===== src/rtl/pps_seconds_pkg.sv =====
// Shared types and widths for the PPS-disciplined seconds counter.
package pps_seconds_pkg;

  localparam int unsigned SEC_W = 32;
  localparam int unsigned ERR_W = 16;

  typedef enum logic [1:0] {
    UNSYNC = 2'd0,
    ARMED  = 2'd1,
    LOCKED = 2'd2,
    HOLD   = 2'd3
  } pps_state_e;

  function automatic logic [ERR_W-1:0] sat_inc(input logic [ERR_W-1:0] v);
    return (&v) ? v : v + 1'b1;
  endfunction

endpackage


===== src/rtl/pps_sync_edge.sv =====
// Two-flop synchroniser for the asynchronous PPS input plus rising-edge detector.
module pps_sync_edge (
  input  logic clk_i,
  input  logic rst_i,
  input  logic pps_i,
  output logic edge_o
);

  logic [1:0] sync_q;
  logic [1:0] fill_q;
  logic       prev_q;

  // prev_q stays high until the synchroniser has refilled after reset, so a
  // pulse already high at reset release is not reported as an edge.
  always_ff @(posedge clk_i) begin
    if (rst_i) begin
      sync_q <= '0;
      fill_q <= '0;
      prev_q <= 1'b1;
    end else begin
      sync_q <= {sync_q[0], pps_i};
      fill_q <= {fill_q[0], 1'b1};
      prev_q <= fill_q[1] ? sync_q[1] : 1'b1;
    end
  end

  assign edge_o = sync_q[1] & ~prev_q;

endmodule


===== src/rtl/pps_seconds_counter.sv =====
// Seconds/sub-second time base disciplined by 1PPS, with arm/load and holdover.
module pps_seconds_counter
  import pps_seconds_pkg::*;
#(
  parameter int unsigned CLK_FREQ = 256000000,
  parameter int unsigned TOL      = 16,
  parameter int unsigned SUBSEC_W = 28
) (
  input  logic                user_clk,
  input  logic                user_rst,
  input  logic                pps_in,
  input  logic [SEC_W-1:0]    load_sec,
  input  logic                load_arm,
  output logic [SEC_W-1:0]    seconds,
  output logic [SUBSEC_W-1:0] subsec,
  output logic                sec_tick,
  output logic                locked,
  output logic                holdover,
  output logic [ERR_W-1:0]    pps_err_cnt
);

  localparam logic [SUBSEC_W-1:0] NomLast = SUBSEC_W'(CLK_FREQ - 1);
  localparam logic [SUBSEC_W-1:0] Early   = SUBSEC_W'(CLK_FREQ - 1 - TOL);
  localparam logic [SUBSEC_W-1:0] Late    = SUBSEC_W'(CLK_FREQ - 1 + TOL);
  localparam logic [SUBSEC_W-1:0] Half    = SUBSEC_W'(CLK_FREQ / 2);
  localparam logic [SUBSEC_W-1:0] TolV    = SUBSEC_W'(TOL);

  logic pps_edge;

  pps_sync_edge u_sync_edge (
    .clk_i  (user_clk),
    .rst_i  (user_rst),
    .pps_i  (pps_in),
    .edge_o (pps_edge)
  );

  pps_state_e          state_q, state_d;
  logic [SEC_W-1:0]    sec_q, sec_d;
  logic [SEC_W-1:0]    pend_q, pend_d;
  logic [SUBSEC_W-1:0] sub_q, sub_d;
  logic [SUBSEC_W-1:0] sub_sat;
  logic [ERR_W-1:0]    err_q, err_d;
  logic                tick_q, tick_d;
  logic                locked_q, hold_q;

  assign sub_sat = (&sub_q) ? sub_q : sub_q + 1'b1;

  always_comb begin
    state_d = state_q;
    sec_d   = sec_q;
    pend_d  = pend_q;
    sub_d   = sub_q;
    err_d   = err_q;
    tick_d  = 1'b0;
    case (state_q)
      UNSYNC: begin
        sub_d = pps_edge ? '0 : sub_sat;
      end
      ARMED: begin
        if (pps_edge) begin
          sec_d   = pend_q;
          sub_d   = '0;
          tick_d  = 1'b1;
          state_d = LOCKED;
        end else begin
          sub_d = sub_sat;
        end
      end
      LOCKED: begin
        if (pps_edge) begin
          sec_d  = sec_q + 1'b1;
          sub_d  = '0;
          tick_d = 1'b1;
          if (sub_q < Early || sub_q > Late) err_d = sat_inc(err_q);
        end else if (sub_q == Late) begin
          // Missing PPS: keep the phase of the nominal boundary TOL cycles back.
          sec_d   = sec_q + 1'b1;
          sub_d   = TolV;
          tick_d  = 1'b1;
          err_d   = sat_inc(err_q);
          state_d = HOLD;
        end else begin
          sub_d = sub_q + 1'b1;
        end
      end
      HOLD: begin
        if (pps_edge) begin
          sub_d   = '0;
          state_d = LOCKED;
          // A late return belongs to the second already free-run into.
          if (sub_q >= Half) begin
            sec_d  = sec_q + 1'b1;
            tick_d = 1'b1;
          end
        end else if (sub_q >= NomLast) begin
          sec_d  = sec_q + 1'b1;
          sub_d  = '0;
          tick_d = 1'b1;
        end else begin
          sub_d = sub_q + 1'b1;
        end
      end
      default: state_d = UNSYNC;
    endcase
    if (load_arm) begin
      pend_d  = load_sec;
      state_d = ARMED;
    end
  end

  always_ff @(posedge user_clk) begin
    if (user_rst) begin
      state_q  <= UNSYNC;
      sec_q    <= '0;
      pend_q   <= '0;
      sub_q    <= '0;
      err_q    <= '0;
      tick_q   <= 1'b0;
      locked_q <= 1'b0;
      hold_q   <= 1'b0;
    end else begin
      state_q  <= state_d;
      sec_q    <= sec_d;
      pend_q   <= pend_d;
      sub_q    <= sub_d;
      err_q    <= err_d;
      tick_q   <= tick_d;
      locked_q <= (state_d == LOCKED);
      hold_q   <= (state_d == HOLD);
    end
  end

  assign seconds     = sec_q;
  assign subsec      = sub_q;
  assign sec_tick    = tick_q;
  assign locked      = locked_q;
  assign holdover    = hold_q;
  assign pps_err_cnt = err_q;

endmodule


===== config.mk =====
export PLATFORM = sky130hd
export DESIGN_NAME = pps_seconds_counter
export DESIGN_NICKNAME = d
export VERILOG_FILES = /design/src/rtl/pps_seconds_pkg.sv /design/src/rtl/pps_sync_edge.sv /design/src/rtl/pps_seconds_counter.sv
export SDC_FILE = /design/constraint.sdc
export NUM_CORES = 1
export LEC_CHECK = 0
export CORE_ASPECT_RATIO = 1.25
export CORE_UTILIZATION = 30
export CTS_BUF_LIST = sky130_fd_sc_hd__clkbuf_2
export DETAILED_ROUTE_END_ITERATION = 6
export PLACE_DENSITY_LB_ADDON = 0.25
export SETUP_SLACK_MARGIN = 0.5
export SYNTH_ARGS = -nofsm -noshare
export SYNTH_HDL_FRONTEND = slang
export SYNTH_SLANG_ARGS = --single-unit

===== constraint.sdc =====
create_clock -name user_clk -period 2.6 [get_ports user_clk]
set_input_delay 0.26 -clock user_clk [delete_from_list [all_inputs] [get_ports user_clk]]
set_output_delay 0.26 -clock user_clk [all_outputs]
set_load 0.01 [all_outputs]

==> results by group <==
Critical path
  • Critical path type: flop to flop
  • Crit start category: flop
  • Max stage delay cell, worst path: dfxtp_4
  • Delay-heaviest family, CP: compound AO/OA/AOI/OAI gates
  • Slowest cell delay on critical path: 0.39 ns
  • R2r worst-path depth: 9
  • R2R setup slack: 0.42 ns
  • Crit Path Max Fanout: 18
  • Worst R2R Start: subsec[0]
  • Crit path DAT: 2.77 ns
  • Crit path buf inv count: 2
  • Crit. End Element: flop
  • Crit-path cells: ha_4, and3_4, o211ai_1, nor4_1, o211a_1, buf_12, buf_4, nor3_4, mux2_2
  • Worst flop-to-flop path endpoint: pps_err_cnt[0]
  • WP data required: 3.19 ns
  • CP Depth: 9

Synthesis
  • Syn Nets: 787
  • Synth top area cells: dfxtp_1 37%, mux2i_1 5.4%, nor2_1 4.4%, nand2_1 3.5%, a211oi_1 2.7%
  • Ys Warns: 0
  • Synthesized flop and latch total: 118
  • Seq/Total Area, Yosys: 37.4%
  • Synth top area share: 37.4%
  • Synthesized instance count: 742
  • Synth Flop Type: dfxtp_1
  • Synth async-reset ratio: 0%
  • Synth area leader: dfxtp_1
  • Syn_area_per_cell: 8.52 um^2
  • Post-synth EDFFs: 0
  • Cell Area, Synth: 6320 um^2
  • Synth cell types: 71

CTS
  • CTS tree: built
  • H-tree levels: 4
  • Max Root-Sink Buffers: 2
  • Clock transition at the registers of the reported paths: 0.18 ns
  • Hold-fix buffers, CTS: 0
  • Clock latency on the worst-skew pair: 0.70 ns
  • # clock sinks: 118
  • Clock root buffer: clkbuf_2
  • CTS Buf Count: 17

Cells and area
  • Area grow syn2layout: 42.2%
  • Nets: 925
  • FF/Latch Area: 2490 um^2
  • Layout cells sized above 1: 29.8%
  • Multi-input logic area: 4100 um^2
  • FILL cells: 2034

Place
  • PortBufs: 114
  • Final Wtd Congestion: 0.811
  • Hpwl dp: 13100 um

Route
  • Detail Route met2 WL: 10100 um
  • Met3 WL post-DR: 916 um
  • Drc violations: 0
  • ANT nets after route: 0
  • Top sig layer: met4
  • Met1 wire length: 8450 um
  • Initial drt markers: 326
  • Drt pass-1 iters: 5
  • Via-per-instance ratio: 5.33
  • Post-Route WL: 19800 um
  • Wire per inst: 16.9 um
  • DR vias: 6221

Flow run
  • Max-Cap Viols: 0

Hold path
  • Hold path depth: 3
  • Min-delay src: user_rst
  • Hold Crit Endpoint: pps_err_cnt[3]
  • Hold WC Path Type: input port to flop

Timing
  • Crit share post-route: 83.9%
  • Worst slew margin: 50.7%
  • Clk_skew: 0.0245 ns
  • Unrepaired setup endpoints after global routing: yes
  • Endpoints failing setup: 0
  • Peak Freq: 0.458 GHz
  • Max Slew Vio Count: 0
  • Tmin final: 2.18 ns
  • Worst Hold Slack: 0.108 ns
  • Final hold viol count: 0
  • Least-Margin Pin Slew: 0.739 ns
  • Setup TNS: 0 ns

Power
  • Final Total Pwr: 3.72 mW
  • Clock Power Share: 36.5%
  • P_leak: 3.22 nW
  • Net Sw Frac: 26.9%
  • Peak supply drop: 0.290 mV
  • Net Sw Power: 1000 uW
  • Pwr per Cell Area: 414 nW/um^2
  • Internal power: 2.72 mW
  • Sequential power share: 51.8%
  • Comb power frac: 11.7%

Global route
  • Remaining Overflow, GRT: 0
  • Total global-route track usage: 18.0%
  • Initial antenna violation count: 1
  • Number of global-route vias before repair: 5873
  • Global-route wire length before repair: 30900 um
  • Largest net degree at the start of global routing: 64

Die
  • IO Count: 115
  • Die H: 164 um
  • Rows: 59
  • Die width: 132 um
  • Starting Density: 30.5%
  • Core Box Area: 20700 um^2
  • Die area: 21700 um^2

Status
  • Status: completed
[synthesized netlist by cell type, drive strengths merged (2+ instances only)]
cell type / number
dfxtp: 118
nor2: 96
nand2: 59
mux2i: 34
nand3: 32
buf: 29
clkbuf: 29
o21ai: 27
a211oi: 24
a31oi: 23
nand4: 22
a21oi: 21
nor3: 21
nor4: 19
nor2b: 16
xnor2: 14
inv: 13
mux2: 12
and3: 11
o22ai: 11
o31ai: 10
xor2: 10
ha: 9
and4: 8
o32ai: 8
or3: 6
a21o: 5
and2: 5
nor4b: 5
o21a: 5
or4: 5
a311oi: 4
o311ai: 4
or2: 3
or4b: 3
a41oi: 2
o211a: 2
o211ai: 2
o2bb2ai: 2
o311a: 2
[tightest hold or removal path: stages]
cell and delay, ns:
buf_4 0.10, buf_4 0.36, a21oi_2 0.04
[power by group through the flow]
stage / registers (mW) / clock network, mW / logic (mW)
6_report: 1.93 / 1.36 / 0.436
5_1_grt: 1.94 / 1.49 / 0.476
4_1_cts: 1.94 / 1.40 / 0.402
3_5_place_dp: 1.98 / 0 / 0.387
3_3_place_gp: 1.98 / 0 / 0.384
2_1_floorplan: 1.98 / 0 / 0.202
[how the worst max path moves through the flow]
stage / slack (ns) / start / endpoint
final: 0.42 / subsec[0] / pps_err_cnt[0]
after global routing: 0.34 / subsec[0] / pps_err_cnt[7]
after CTS: 0.42 / subsec[0] / pps_err_cnt[7]
after detailed placement: 0.28 / subsec[26] / pps_err_cnt[7]
after global placement: 0.33 / subsec[26] / pps_err_cnt[7]
after floorplan: 0.50 / subsec[5] / subsec[26]
[flip-flops by register name, indices dropped and copies added (netlist names)]
name                count
holdover                1
sec_tick                1
state_q                 2
pps_err_cnt            16
u_sync_edge.fill_q      2
subsec                 28
u_sync_edge.prev_q      1
pend_q                 32
locked                  1
seconds                32
u_sync_edge.sync_q      2
[cell usage in the layout, fill, tap and decap left out, drive strengths merged, types with 9 or more instances in the layout]
| cell | synthesis | routed |
|---|---|---|
| nor4 | 19 | 19 |
| mux2 | 12 | 12 |
| nor2b | 16 | 16 |
| ha | 9 | 9 |
| xor2 | 10 | 10 |
| nand2 | 59 | 59 |
| nand3 | 32 | 32 |
| o22ai | 11 | 11 |
| dfxtp | 118 | 118 |
| xnor2 | 14 | 14 |
| and3 | 11 | 11 |
| a211oi | 24 | 24 |
| mux2i | 34 | 34 |
| nor3 | 21 | 21 |
| clkdlybuf4s50 | 0 | 104 |
| a21oi | 21 | 21 |
| nor2 | 96 | 96 |
| o31ai | 10 | 10 |
| inv | 13 | 13 |
| nand4 | 22 | 22 |
| buf | 29 | 61 |
| a31oi | 23 | 23 |
| clkbuf | 29 | 23 |
| o21ai | 27 | 29 |
[layout make-up]
class	count	share of cell area (%)
tap	274	3.81
clock buffer	21	1.17
multi-input combinational	554	45.6
antenna	1	0.0278
inverter	14	0.585
timing repair buffer	175	19.4
clock inverter	11	1.74
sequential	118	27.7
[timing repair]
| item | CTS | global route |
|---|---|---|
| endpoints found under the setup margin | 83 | 94 |
| buffers inserted | 13 | 11 |
| gates cloned | 2 | 3 |
| resized for setup | 84 | 93 |
| pin swaps | 7 | 17 |
[routing by layer]
| layer | global-route usage [%] | vias to the layer above |
|---|---|---|
| met5 | 0 | - |
| met4 | 5.60 | 0 |
| met3 | 4.07 | 25 |
| met2 | 32.3 | 159 |
| met1 | 21.2 | 3022 |
| li1 | - | 3015 |
[stage by stage]
step / setup WS [ns] / instances / utilization [%] / cell area (um^2)
after global routing: 0.338 / 1168 / 43.3 / 8990
after floorplan: 0.501 / 742 / - / 6410
after detailed placement: 0.283 / 1106 / 37.9 / 7870
after global placement: 0.329 / 1106 / 37.9 / 7870
final: 0.418 / 1168 / 43.3 / 8990
after CTS: 0.420 / 1153 / 41.1 / 8520
[cell families after synthesis]
family | synth area share, %
compound gates | 17.5
simple gates | 27.2
fa+ha+maj | 1.78
buf+inv | 5.33
mux | 7.52
flops | 37.4
xor+xnor | 3.33
No activity file was read; power rests on OpenSTA's default activity.
